$ cat config.mk
export PLATFORM = sky130hd
export DESIGN_NAME = cache_ctrl_nway
export DESIGN_NICKNAME = d
export VERILOG_FILES = /design/src/rtl/rv32im_types.sv /design/src/rtl/plru_tree.sv /design/src/rtl/cache_ctrl_nway.sv
export SDC_FILE = /design/constraint.sdc
export NUM_CORES = 1
export LEC_CHECK = 0
export ABC_AREA = 1
export BUFFER_PORTS_ARGS = -buffer_cell sky130_fd_sc_hd__buf_4
export CORE_MARGIN = 2
export CORE_UTILIZATION = 55
export DETAILED_ROUTE_END_ITERATION = 8
export HOLD_SLACK_MARGIN = 0.03
export PLACE_DENSITY = 0.76
export SLEW_MARGIN = 0
export SYNTH_ARGS = -nofsm -noshare
export SYNTH_HDL_FRONTEND = slang
export SYNTH_SLANG_ARGS = --single-unit
$ cat constraint.sdc
create_clock -name clk -period 4.1 [get_ports clk]
set_clock_uncertainty 0.15 [all_clocks]
set_input_delay 0.41 -clock clk [delete_from_list [all_inputs] [get_ports clk]]
set_output_delay 0.41 -clock clk [all_outputs]
set_load 0.03 [all_outputs]
$ cat src/rtl/rv32im_types.sv
// Shared cache-controller types: data-array write-select encodings, controller
// state enum and a lowest-set-bit priority encoder.
package rv32im_types;

    localparam logic [1:0] no_write  = 2'b00;
    localparam logic [1:0] write_cpu = 2'b01;
    localparam logic [1:0] write_mem = 2'b10;

    typedef enum logic [2:0] {
        COMPARE   = 3'd0,
        WRITEBACK = 3'd1,
        FILL      = 3'd2,
        REPLAY    = 3'd3
    } cache_ctrl_state_t;

    localparam int MAX_WAYS = 64;

    // Callers zero-extend their way vector and cast the result to WAY_W.
    function automatic int lowest_set(input logic [MAX_WAYS-1:0] vec);
        lowest_set = 0;
        for (int i = MAX_WAYS - 1; i >= 0; i--) begin
            if (vec[i]) lowest_set = i;
        end
    endfunction

endpackage

$ cat src/rtl/plru_tree.sv
// Per-set tree-PLRU state: heap-ordered node bits (root = bit 0, children of
// node n at 2n+1 / 2n+2), 0 = victim on the left, 1 = victim on the right.
module plru_tree #(
    parameter  int NUM_WAYS = 4,
    parameter  int NUM_SETS = 16,
    localparam int SET_W    = $clog2(NUM_SETS),
    localparam int WAY_W    = $clog2(NUM_WAYS)
) (
    input  logic             clk,
    input  logic             rst,
    input  logic [SET_W-1:0] rd_set,
    output logic [WAY_W-1:0] victim_way,
    input  logic             upd_en,
    input  logic [SET_W-1:0] upd_set,
    input  logic [WAY_W-1:0] upd_way
);

    localparam int NODES = NUM_WAYS - 1;

    logic [NODES-1:0] tree [NUM_SETS];
    logic [NODES-1:0] rd_bits;
    logic [NODES-1:0] upd_bits;

    // The node visited at level lvl is selected by the way bits already decided.
    always_comb begin
        rd_bits    = tree[rd_set];
        victim_way = '0;
        for (int lvl = 0; lvl < WAY_W; lvl++) begin
            for (int p = 0; p < (1 << lvl); p++) begin
                if ((int'(victim_way) >> (WAY_W - lvl)) == p)
                    victim_way[WAY_W-1-lvl] = rd_bits[(1 << lvl) - 1 + p];
            end
        end
    end

    always_comb begin
        upd_bits = tree[upd_set];
        for (int lvl = 0; lvl < WAY_W; lvl++) begin
            for (int p = 0; p < (1 << lvl); p++) begin
                if ((int'(upd_way) >> (WAY_W - lvl)) == p)
                    upd_bits[(1 << lvl) - 1 + p] = ~upd_way[WAY_W-1-lvl];
            end
        end
    end

    always_ff @(posedge clk) begin
        if (rst) begin
            for (int s = 0; s < NUM_SETS; s++) tree[s] <= '0;
        end else if (upd_en) begin
            tree[upd_set] <= upd_bits;
        end
    end

endmodule

$ cat src/rtl/cache_ctrl_nway.sv
// N-way write-back / write-allocate cache controller: hit resolution, PLRU
// victim choice and writeback-then-fill sequencing on the memory port.
module cache_ctrl_nway
    import rv32im_types::*;
#(
    parameter  int NUM_WAYS = 4,
    parameter  int NUM_SETS = 16,
    localparam int SET_W    = $clog2(NUM_SETS),
    localparam int WAY_W    = $clog2(NUM_WAYS)
) (
    input  logic                clk,
    input  logic                rst,
    input  logic                ufp_read,
    input  logic                ufp_write,
    input  logic [SET_W-1:0]    set_idx,
    input  logic [NUM_WAYS-1:0] tag_match,
    input  logic [NUM_WAYS-1:0] valid,
    input  logic [NUM_WAYS-1:0] dirty,
    input  logic                dfp_resp,
    output logic                ufp_resp,
    output logic                hit,
    output logic [WAY_W-1:0]    hit_way,
    output logic [WAY_W-1:0]    victim_way,
    output logic                dfp_read,
    output logic                dfp_write,
    output logic [1:0]          cache_write,
    output logic [WAY_W-1:0]    write_way,
    output logic [2:0]          ctrl_state
);

    cache_ctrl_state_t state, state_nxt;

    logic [WAY_W-1:0]    victim_q, victim_nxt;
    logic [WAY_W-1:0]    plru_victim, miss_victim, upd_way;
    logic [NUM_WAYS-1:0] hit_vec;
    logic                ufp_rw, upd_en;

    assign ufp_rw  = ufp_read | ufp_write;
    assign hit_vec = tag_match & valid;

    // Filling an empty way always beats evicting a live line.
    assign miss_victim = (~&valid) ? WAY_W'(lowest_set(MAX_WAYS'(~valid))) : plru_victim;

    plru_tree #(
        .NUM_WAYS (NUM_WAYS),
        .NUM_SETS (NUM_SETS)
    ) u_plru (
        .clk        (clk),
        .rst        (rst),
        .rd_set     (set_idx),
        .victim_way (plru_victim),
        .upd_en     (upd_en),
        .upd_set    (set_idx),
        .upd_way    (upd_way)
    );

    always_ff @(posedge clk) begin
        if (rst) begin
            state    <= COMPARE;
            victim_q <= '0;
        end else begin
            state    <= state_nxt;
            victim_q <= victim_nxt;
        end
    end

    always_comb begin
        state_nxt   = state;
        victim_nxt  = victim_q;
        ufp_resp    = 1'b0;
        hit         = 1'b0;
        hit_way     = '0;
        dfp_read    = 1'b0;
        dfp_write   = 1'b0;
        cache_write = no_write;
        write_way   = '0;
        upd_en      = 1'b0;
        upd_way     = '0;
        unique case (state)
            COMPARE: begin
                if (ufp_rw) begin
                    if (hit_vec != '0) begin
                        ufp_resp    = 1'b1;
                        hit         = 1'b1;
                        hit_way     = WAY_W'(lowest_set(MAX_WAYS'(hit_vec)));
                        cache_write = ufp_write ? write_cpu : no_write;
                        write_way   = hit_way;
                        upd_en      = 1'b1;
                        upd_way     = hit_way;
                    end else begin
                        victim_nxt = miss_victim;
                        state_nxt  = (valid[miss_victim] & dirty[miss_victim]) ? WRITEBACK : FILL;
                    end
                end
            end
            WRITEBACK: begin
                dfp_write = 1'b1;
                if (dfp_resp) state_nxt = FILL;
            end
            FILL: begin
                dfp_read = 1'b1;
                if (dfp_resp) begin
                    cache_write = write_mem;
                    write_way   = victim_q;
                    upd_en      = 1'b1;
                    upd_way     = victim_q;
                    state_nxt   = REPLAY;
                end
            end
            REPLAY:  state_nxt = COMPARE;
            default: state_nxt = COMPARE;
        endcase
    end

    assign victim_way = victim_q;
    assign ctrl_state = state;

endmodule
# == Word level (Yosys, flattened, before mapping) ==
# Memories as Yosys holds them, arrays and structs flattened.
# Cells that the tools add are included.
# word_totals
ram_bits,48
latch_bits,0
reg_bits,5
n_memories,1
mem_bits_ro,0
# classes
muxes,108
multipliers,0
magnitude_cmp,1
div_mod_pow,0
n_eq_ne,6
bitwise_logic,7
n_reduce_logical,8
add_sub_neg,0
shift,0
# memory_table
memory,depth,width,read_ports,rd_ports_with_merged_regs,wr,line_no,source
u_plru.tree,16,3,1,0,16,plru_tree.sv:20,logic [NODES-1:0] tree [NUM_SETS];
# ops
op,n
$mux 2,75
$logic_not 32->1,2
$not 4->64,1
$mux 1,21
$mux 3,5
$pmux 3 s3,1
$ne 2x2->1 const B,4
$pmux 2 s2,2
$reduce_and 4->1,2
$and 4x4->4,1
$bmux 1 s2,2
$mux 4,1
$reduce_bool 4->1,1
$eq 3x1->1 const B,1
$eq 3x2->1 const B,1
$logic_not 3->1,1
$lt 2x3->1 const B,1
$not 1->1,3
$reduce_and 3->1,1
$reduce_or 3->1,1
$pmux 1 s2,1
$and 1x1->1,1
$or 1x1->1,1

# == Logic depth before layout (Yosys ltp) ==
# Gate-level depths: netlist (run 1).
# logic_depth
depth_word,73
depth_mapped,22

# == Cells and area by module ==
# Synthesis (run 1) repeated with hierarchy kept, for this count alone.
# hier_totals
cells_unflattened,457
hier_area_um2,3260.6
# by_module_without_submodules
mod,area_each_um2,seq_area_each_um2,cells_each,n_inst
plru_tree,2780.2,1441.4,370,1
cache_ctrl_nway,480.5,80.1,87,1

# == Worst setup path before layout (run 1) ==
# OpenSTA, ideal clock, no wires.
# synth_timing
path_kind,flip-flop to output port
from,"reg state[0], in the netlist ctrl_state[0]"
to,out write_way[1]
stages_incl_launch_ff,10
t_arrival_ns,2.384
required_ns,3.540
slack_ns,1.156
path_cell_list,dfxtp_1 > inv_1 > ha_1 > inv_1 > nor2_1 > inv_1 > nor3_1 > a21o_1 > buf_4 > buf_2
# synth_between
elab_chain_len,2
# synth_rtl
element,line_no,source
from (decl),cache_ctrl_nway.sv:31,"cache_ctrl_state_t state, state_nxt;"
from (signal assigned),cache_ctrl_nway.sv:62,state <= state_nxt;
$eq 3x2->1 or $logic_not 3->1 (tied branches),cache_ctrl_nway.sv:79,unique case (state)
$pmux 2 s2 (*),cache_ctrl_nway.sv:79,
to (decl),cache_ctrl_nway.sv:27,"output logic [WAY_W-1:0] write_way,"
# Mark *: on every way between the ends. The rest lies on a longest branch, timed or not.

==> impl_results.md, run 1 <==
- PortBufs: 34
- Number of max-cap violations: 0
- Core area: roughly 5000 sq um
- Maximum VDD drop: 353 uV
- H-tree level count: 2
- Wire length per cell: roughly 13 microns
- PD cells: 422 nW/um^2
- Critical path fanouts, max: 21
- Die X: 76.6 microns
- Tcrit/Tclk final: between 70% and 80%
- Met1 GRT Util: 26.6%
- DRT iter0 DRCs: 227
- Crit Path Class: flip-flop to flip-flop
- Hold Buf Count CTS: 0
- Post-Layout Cell Count: 468
- DRC: 0
- Final Max Tran Viols: 0
- Die area: around 5900 sq um
- Die Height: 76.6 microns
- Hold Path Class: primary input to flip-flop
- Fin area: approximately 3200 sq um
- # resized after CTS: 0
- Antenna violations before repair: 0
- Final TNS setup: 0 ns
- Worst slew pin tran: 0.758 ns
- Vias in the first global route: about 2200
- CTS tree: done
- Worst Hold Slack: 0.0993 ns
- Placed Area: approximately 3100 sq um
- Routed wire length: 5910 microns
- Post-DP HPWL: 4190 microns
- Syn_nets: 396
- Largest net degree at the start of global routing: 28
- EDFF count, synth: 48
- Outcome: completed
- YS warnings: 0
- Row cnt: 26
- Root Buffer: clkbuf_8
- GRT Overall Usage: a little over a fifth
- Fmax: 321 MHz
- Synthesized cell area: just under 3000 sq um
- Antenna Nets Post-Route: 0
- Worst Path Required: about 4.0 ns
- FF+latch count, synth: 52
- Drt first pass iters: 4
- Pre-CTS WS: 0.986 ns
- Tot Pwr: about 1.4 mW
- Flop-to-flop setup slack: between 0.9 and 1 ns
- Routed via count: 2382
- Post-CTS Setup Repair Bufs: 0
- Clock Tree Buf Depth: 2
- Ports: 36
- Netlist cell types: 26
- Seq/Total Area, Yosys: 52.5%
- Slew headroom: 49.5%
- Final core utilization: roughly 63%
- GR Util met2: 38.4%
- Fin. Hold Viols: 0
- Period minus WS final: 3.12 ns
- First-pass GRT wire length: ~9900 microns
- Insertion delay to the later sink of the worst-skew pair: 0.31 ns
- Critical path data arrival time: 3.00 ns
- Async set-or-reset flop fraction in the synthesized netlist: 0%
- Fin worst setup slack: 0.982 ns
- Worst-path clk slew: 0.10 ns
- Final-layout fill cell count: 474
- Setup violators final: 0
- Number of diodes: 0
- RSZ-0062 raised after global routing: false
- GRT overflow: 0
- GR peak layer: met2
- Worst setup EP type: flip-flop
- Initial Utilization: between 50% and 60%
- Gate Count Post-Synth: 371
- Syn avg cell area: 7.82 sq um
- GP Congestion: 0.751
- NumNets Final: 422
- CTS Sinks: 52
- P&R area growth vs syn: 11.5%
- Met3 Track Usage GR: 3.79%
- Leakage: 1.59 nW
- Share of layout cells above drive strength 1: 13.3%
- Synth Flop Type: edfxtp_1
- Inst Count DP: 460
- Num CTS Buffers: 5
- Vias/cell: slightly above 5
- Startpoint types: flip-flop
[final cells by class]
type / count / area (sq um) / share of cell area (%)
multi-input cells: 279 / 1170 / 36.3
clock buffers: 5 / 68.8 / 2.13
inverters: 24 / 92.6 / 2.86
flip-flops and latches: 52 / 1520 / 47.1
well taps: 70 / 87.6 / 2.71
repair buffers: 35 / 263 / 8.13
clock inverters: 3 / 27.5 / 0.851
[flip-flops by register name, indices dropped and copies added (netlist names)]
register,cells
victim_way,2
u_plru.tree,48
ctrl_state,2
[cells in the mapped netlist (2+ instances only)]
| master | count | area [sq um] |
|---|---|---|
| nor2_1 | 63 | 236 |
| o21ai_1 | 3 | 15.0 |
| clkbuf_1 | 2 | 7.51 |
| nand4_1 | 3 | 18.8 |
| dfxtp_1 | 4 | 80.1 |
| o21ai_0 | 3 | 15.0 |
| a21oi_2 | 2 | 17.5 |
| buf_2 | 4 | 20.0 |
| buf_4 | 7 | 52.6 |
| buf_6 | 3 | 33.8 |
| nand3_1 | 18 | 90.1 |
| inv_1 | 21 | 78.8 |
| nor3_1 | 5 | 25.0 |
| inv_2 | 2 | 7.51 |
| nand2_1 | 164 | 616 |
| ha_1 | 4 | 50.1 |
| edfxtp_1 | 48 | 1440 |
| a21oi_1 | 5 | 25.0 |
| nand2_2 | 3 | 18.8 |
[worst paths after layout]
check	startpoint	end	depth (start not counted)
worst max-delay path	ctrl_state[1]$_SDFFE_PP0P_	u_plru.tree[4][2]$_SDFFCE_PN0P_	10
worst min-delay path	rst	ctrl_state[1]$_SDFFE_PP0P_	2
worst max register to register	ctrl_state[1]$_SDFFE_PP0P_	u_plru.tree[4][2]$_SDFFCE_PN0P_	10
worst min register to register	victim_way[0]$_SDFFE_PP0P_	victim_way[0]$_SDFFE_PP0P_	2
[power by group]
| part | internal [mW] | switching, mW | total [mW] |
|---|---|---|---|
| Sequential | 0.614 | 0.0209 | 0.635 |
| Combinational | 0.132 | 0.292 | 0.424 |
| Clock | 0.126 | 0.181 | 0.306 |
[worst max-delay path: stages, from the launching register on]
cell and delay (ns):
dfxtp_1 0.39, inv_1 0.13, ha_1 0.23, inv_1 0.06
nor2_1 0.13, inv_1 0.08, nor3_1 0.26, a21o_1 0.62
nor2_1 0.11, a21oi_2 0.58, nor2_1 0.09
[layer usage]
metal	wire length, microns	share of wire [%]
met1	2560	43
met2	2940	50
met3	344	5.8
met4	61	1.0
met5	0	0
[cell families (layout without fill, tap and decap cells)]
group	after synthesis	count (layout)	synth area share, %
and+or+nand+nor	257	257	35.0
DFF	52	52	52.5
buffers and inverters	40	67	7.12
AOI/OAI and AO/OA	17	17	3.54
adders and majority gates	4	4	1.73
other	1	1	0.129
[cells in the final DEF, fill, tap and decap left out]
| master | count |
|---|---|
| o211ai_1 | 1 |
| clkinv_4 | 1 |
| a31oi_1 | 1 |
| ha_1 | 4 |
| clkinvlp_4 | 1 |
| inv_2 | 2 |
| inv_1 | 21 |
| nand2_2 | 3 |
| a21oi_2 | 2 |
| nand2_1 | 164 |
| o21ai_0 | 3 |
| o21ai_2 | 1 |
| nor3_1 | 5 |
| o21ai_1 | 3 |
| a21o_1 | 1 |
| nor2_4 | 1 |
| inv_8 | 1 |
| a21oi_1 | 5 |
| nand4_1 | 3 |
| buf_4 | 35 |
| clkbuf_8 | 5 |
| inv_4 | 1 |
| edfxtp_1 | 48 |
| dfxtp_1 | 4 |
| nand3_1 | 18 |
| nor2_1 | 63 |
| conb_1 | 1 |
Note: power is estimated with default switching activity, not from simulation.
==> inputs of run 2 (changes only) <==
--- a/config.mk
+++ b/config.mk
@@ -5,10 +5,10 @@
 export SDC_FILE = /design/constraint.sdc
 export NUM_CORES = 1
 export LEC_CHECK = 0
-export ABC_AREA = 1
+export ABC_AREA = 0
 export BUFFER_PORTS_ARGS = -buffer_cell sky130_fd_sc_hd__buf_4
 export CORE_MARGIN = 2
-export CORE_UTILIZATION = 55
+export CORE_UTILIZATION = 52
 export DETAILED_ROUTE_END_ITERATION = 8
 export HOLD_SLACK_MARGIN = 0.03
 export PLACE_DENSITY = 0.76
==> constraint.sdc (replaced) <==
create_clock -name clk -period 2.8 [get_ports clk]
set_clock_uncertainty 0.15 [all_clocks]
set_input_delay 0.28 -clock clk [delete_from_list [all_inputs] [get_ports clk]]
set_output_delay 0.28 -clock clk [all_outputs]
set_load 0.03 [all_outputs]
==> run 2 against run 1 <==
Via count down 13%. Flip-flop and latch count did not move. Critical path depth shrank 2. Sequential power is 47% higher. Critical endpoint is now write_way[1]. Largest power group unchanged.
==> impl_results.md, run 2 <==
- Outcome: completed
- Number of diodes: 0
- Fin area: 3250 sq um
- Vias/cell: 5.68
- Critical path data arrival time: 2.17 ns
- Setup violators final: 0
- Tcrit/Tclk final: 92.7%
- Root Buffer: clkbuf_8
- Clock Tree Buf Depth: 2
- Leakage: 1.40 nW
- Maximum VDD drop: 341 uV
- # resized after CTS: 0
- P&R area growth vs syn: 13.3%
- Period minus WS final: 2.60 ns
- Final Max Tran Viols: 0
- CP dominant cell by count: buf_4
- Post-synth top area share: 50.2%
- CP Cell Sequence: inv_1, ha_1, o21ai_0, a21oi_1, and3_1, a21o_1, buf_4, buf_4
- Critical path's slowest cell: dfxtp_1
- Commonest non-fill, non-tap cell in the layout: nor2_1
- Synth Flop Type: edfxtp_1
- Share of layout cells above drive strength 1: 20.2%
- Die X: roughly 78 microns
- Drt first pass iters: 4
- Ports: 36
- Die Height: 78.3 microns
- Placed Area: 3150 sq um
- PD cells: 632 nW/um^2
- First-pass GRT wire length: 10100 microns
- Antenna Nets Post-Route: 0
- RSZ-0062 raised after global routing: false
- Core area: around 5400 sq um
- Critical path fanouts, max: 7
- Hold Path Class: primary input to flip-flop
- Number of max-cap violations: 0
- Netlist cell types: 44
- Top register by number of flip-flops: u_plru.tree
- Post-Synth Adder-Cell Area: 1.74%
- Fmax: 385 MHz
- Fin. Hold Viols: 0
- DRT iter0 DRCs: 185
- Tot Pwr: 2.06 mW
- GRT Overall Usage: 21.4%
- Synthesized cell area: 2870 sq um
- Post-CTS Setup Repair Bufs: 0
- Top post-synthesis cells by area: edfxtp_1 (50%), nor2_1 (7.3%), mux4_1 (5.5%)
- Seq/Total Area, Yosys: 53.0%
- DRC: 0
- Crit Path Class: flip-flop to output port
- EDFF count, synth: 48
- Simple-gate share of the synthesized area: 18.4%
- Routed wire length: 6090 microns
- Slew headroom: ~65%
- GP Congestion: 0.832
- CTS Sinks: 52
- CTS tree: done
- YS warnings: 0
- Worst-path clk slew: 0.09 ns
- Final-layout fill cell count: 450
- Antenna violations before repair: 0
- Num CTS Buffers: 5
- FF+latch count, synth: 52
- Startpoint types: flip-flop
- H-tree level count: 2
- Worst Path Required: 2.37 ns
- Fin worst setup slack: just over 0.2 ns
- Syn_nets: roughly 290
- Final TNS setup: 0 ns
- Post-DP HPWL: 4450 microns
- Top cell type by total area after synthesis: edfxtp_1
- Die area: a little over 6000 sq um
- Routed via count: 2069
- NumNets Final: 316
- CP peak stage delay: 0.37 ns
- Mux cell area share after synthesis: 14.1%
- Main combinational cell family by area after synthesis: simple AND/OR/NAND/NOR gates
- Commonest cells post-synth: nor2_1 (56), edfxtp_1 (48), nand2_1 (41), inv_1 (10)
- Worst setup EP type: output port
- Top-count cell post-synth: nor2_1
- Worst slew pin tran: roughly 0.52 ns
- Gate Count Post-Synth: 262
- Pre-CTS WS: 0.346 ns
- Synth Area in Compound Gates: ~7.8%
- Commonest non-fill, non-tap cells in the layout: nor2_1 (56), edfxtp_1 (48), nand2_1 (41)
- PortBufs: 34
- Final core utilization: 60.2%
- Async set-or-reset flop fraction in the synthesized netlist: 0%
- Max reg flops: 48
- Vias in the first global route: 2000
- XOR/XNOR Fraction of Synth Area: 0%
- Initial Utilization: 53.1%
- GRT overflow: 0
- Insertion delay to the later sink of the worst-skew pair: 0.31 ns
- Syn avg cell area: 11.0 sq um
- Wire length per cell: 16.7 microns
- Largest net degree at the start of global routing: 22
- Row cnt: 27
==> run 2: what timing repair did <==
item | CTS | global route
endpoints found under the hold margin | 1 | 0
setup endpoints to repair | 0 | 0
hold buffers | 1 | 0
==> run 2: layer usage <==
layer	GRT usage, %	up-vias	wire [microns]
met5	0	-	0
met1	29.3	979	2560
li1	-	994	-
met4	7.02	0	70
met2	35.2	91	3020
met3	3.45	5	446
==> run 2: cell type report <==
class | instances | area, sq um | area share [%]
Inverter | 10 | 37.5 | 1.15
Timing Repair Buffer | 40 | 303 | 9.31
Clock buffer | 5 | 68.8 | 2.12
Multi-Input combinational cell | 182 | 1210 | 37.3
Sequential cell | 52 | 1520 | 46.8
Tap cell | 72 | 90.1 | 2.77
Clock inverter | 3 | 18.8 | 0.577
==> run 2: where the power goes <==
group	switching (mW)	leakage, nW	internal, mW
registers	0.0328	0.529	0.901
clock network	0.243	0.0479	0.175
logic	0.438	0.821	0.266
total	0.714	1.40	1.34
==> run 2: worst max-delay path: cells and delay by family (launching register included) <==
| kind | cells | cell delay, ns |
|---|---|---|
| AOI/OAI and AO/OA | 3 | 0.55 |
| buffers and inverters | 3 | 0.51 |
| DFF | 1 | 0.37 |
| adders and majority gates | 1 | 0.24 |
| and+or+nand+nor | 1 | 0.19 |
==> run 2: worst paths after layout <==
path | slack (ns) | to | cells after the start | start
worst max register to register | 0.32 | u_plru.tree[3][2]$_SDFFCE_PN0P_ | 9 | ctrl_state[1]$_SDFFE_PP0P_
worst min-delay path | 0.13 | victim_way[1]$_SDFFE_PP0P_ | 3 | valid[1]
worst min register to register | 0.32 | victim_way[1]$_SDFFE_PP0P_ | 2 | victim_way[1]$_SDFFE_PP0P_
worst max-delay path | 0.20 | write_way[1] | 8 | ctrl_state[1]$_SDFFE_PP0P_
==> run 2: logic make-up (layout without fill, tap and decap cells) <==
kind of cell,Yosys count,count (layout)
muxes,22,22
and+or+nand+nor,123,123
other,1,1
buffers and inverters,28,58
adders and majority gates,4,4
AOI/OAI and AO/OA,32,32
DFF,52,52
==> run 2: metrics by stage <==
step,std cells,hold WS [ns]
final,364,0.131
after global routing,364,0.139
after CTS,364,0.133
after detailed placement,355,0.310
after global placement,355,0.309
after floorplan,262,0.199
==> inputs of run 3 (changes only) <==
==> constraint.sdc (replaced) <==
create_clock -name clk -period 2.8 [get_ports clk]
set_clock_uncertainty 0.15 [all_clocks]
set_input_delay 0.56 -clock clk [delete_from_list [all_inputs] [get_ports clk]]
set_output_delay 0.56 -clock clk [all_outputs]
set_load 0.03 [all_outputs]
==> run 3 against run 2 <==
Worst hold slack improved by 0.16 ns. Non-clock buffer count grew 2. Register-to-register slack lost 0.03 ns. Critical path depth increased by 1. Worst setup slack got worse by 0.039 ns. Count of clock-buffer cells in the layout unchanged. Fmax fell by 1.5%. Final area increased by 2.2%. Power grew 6.3%. Die area did not move. Utilization rose by 1.3 points. First-iteration DRC count rose by 3.8%. Critical endpoint is now write_way[0]. Largest power group unchanged. Highest routed layer unchanged.
==> impl_results.md, run 3 (synthesis results as in run 2) <==
- Row cnt: 27
- Top register by number of flip-flops: u_plru.tree
- GRT overflow: 0
- PD cells: 658 nW/um^2
- GP Congestion: 0.810
- CP Cell Sequence: inv_1, ha_2, o21ai_0, a21oi_1, a21boi_2, a21oi_1, buf_4, inv_1, buf_4
- NumNets Final: 318
- CP Buf/Inv Count: 4
- Worst setup EP type: output port
- Crit Path Class: flip-flop to output port
- CTS Sinks: 52
- Commonest non-fill, non-tap cells in the layout: nor2_1 (56), edfxtp_1 (48), nand2_1 (41)
- DRT iter0 DRCs: 192
- Period minus WS final: 2.64 ns
- Commonest non-fill, non-tap cell in the layout: nor2_1
- RSZ-0062 raised after global routing: false
- PortBufs: 34
- Vias in the first global route: 2072
- Die X: 78.3 microns
- Root Buffer: clkbuf_8
- Number of max-cap violations: 0
- Pre-CTS WS: approximately 0.12 ns
- CP delay by family, top: compound AO/OA/AOI/OAI gates
- Routed via count: 2116
- Critical path's slowest cell: dfxtp_1
- Ports: 36
- Number of diodes: 0
- Leakage: 1.42 nW
- CTS tree: done
- Critical path fanouts, max: 7
- CP peak stage delay: 0.38 ns
- Antenna violations before repair: 0
- Fmax: 379 MHz
- Antenna Nets Post-Route: 0
- Worst hold path startpoint: rst
- Final TNS setup: 0 ns
- Wire length per cell: 18.1 microns
- Fin area: 3320 sq um
- Hold Path Class: primary input to flip-flop
- Worst Path Required: 2.09 ns
- Placed Area: 3200 sq um
- Die Height: 78.3 microns
- Die area: between 6000 and 7000 sq um
- Hold Buf Count CTS: 0
- Reg-to-Reg Start: ctrl_state[1]$_SDFFE_PP0P_
- Tcrit/Tclk final: 94.1%
- Fin. Hold Viols: 0
- P&R area growth vs syn: 15.8%
- Max reg flops: 48
- Hold Path End: victim_way[1]$_SDFFE_PP0P_
- Core area: 5410 sq um
- R2r endpoint: u_plru.tree[7][1]$_SDFFCE_PN0P_
- Num CTS Buffers: 5
- First-pass GRT wire length: 10500 microns
- GRT Overall Usage: 23.0%
- Insertion delay to the later sink of the worst-skew pair: 0.30 ns
- Vias/cell: 5.78
- Drt first pass iters: 6
- Routed wire length: about 6600 microns
- Critical path data arrival time: 1.93 ns
- Final core utilization: 61.5%
- Share of layout cells above drive strength 1: between 20% and 30%
- Outcome: completed
- Startpoint types: flip-flop
- Maximum VDD drop: 314 uV
- Hold path cells: 2
- R2R depth: 8
- Final Max Tran Viols: 0
- Worst-path clk slew: 0.09 ns
- Post-DP HPWL: 4880 microns
- Initial Utilization: between 50% and 60%
- DRC: 0
- H-tree level count: 2
- Fin worst setup slack: 0.165 ns
- Setup violators final: 0
- Flop-to-flop setup slack: 0.29 ns
- Largest net degree at the start of global routing: 22
- Clock Tree Buf Depth: 2
==> run 3: worst max-delay path by stage <==
stage	start	end	cells after the start
after floorplan	ctrl_state[1]$_SDFFE_PP0P_	write_way[0]	7
after global placement	set_idx[0]	ctrl_state[1]$_SDFFE_PP0P_	7
after detailed placement	set_idx[0]	ctrl_state[1]$_SDFFE_PP0P_	7
after CTS	ctrl_state[1]$_SDFFE_PP0P_	write_way[1]	7
after global routing	ctrl_state[1]$_SDFFE_PP0P_	write_way[0]	9
final	ctrl_state[1]$_SDFFE_PP0P_	write_way[0]	9
==> run 3: report_power, final <==
group | switching [mW] | leakage (nW) | internal (mW)
Clock | 0.239 | 0.0532 | 0.261
Sequential | 0.0356 | 0.529 | 0.902
Combinational | 0.451 | 0.837 | 0.297
==> run 3: layer usage <==
layer | wire (microns) | up-vias | GRT usage (%)
met4 | 146 | 0 | 9.12
met3 | 370 | 14 | 3.91
met1 | 2740 | 1023 | 29.0
met2 | 3360 | 83 | 39.7
li1 | - | 996 | -
met5 | 0 | - | 0
==> run 3: timing repair <==
item,4_1_cts,5_1_grt
setup buffers,0,0
resized for setup,1,3
endpoints found under the setup margin,1,2
==> run 3: area by class of cell <==
cell class | count | area [sq um]
fill | 460 | 2080
clock buffer | 5 | 68.8
tap | 72 | 90.1
sequential | 52 | 1520
inverter | 10 | 37.5
multi-input combinational | 182 | 1230
clock inverter | 3 | 37.5
timing repair buffer | 42 | 340
==> run 3: metrics by stage <==
step	cells	hold slack (ns)	total power, mW
after CTS	366	0.279	2.17
after detailed placement	358	0.308	1.69
final	366	0.288	2.18
after floorplan	262	0.431	1.44
after global placement	358	0.305	1.68
after global routing	366	0.285	2.28
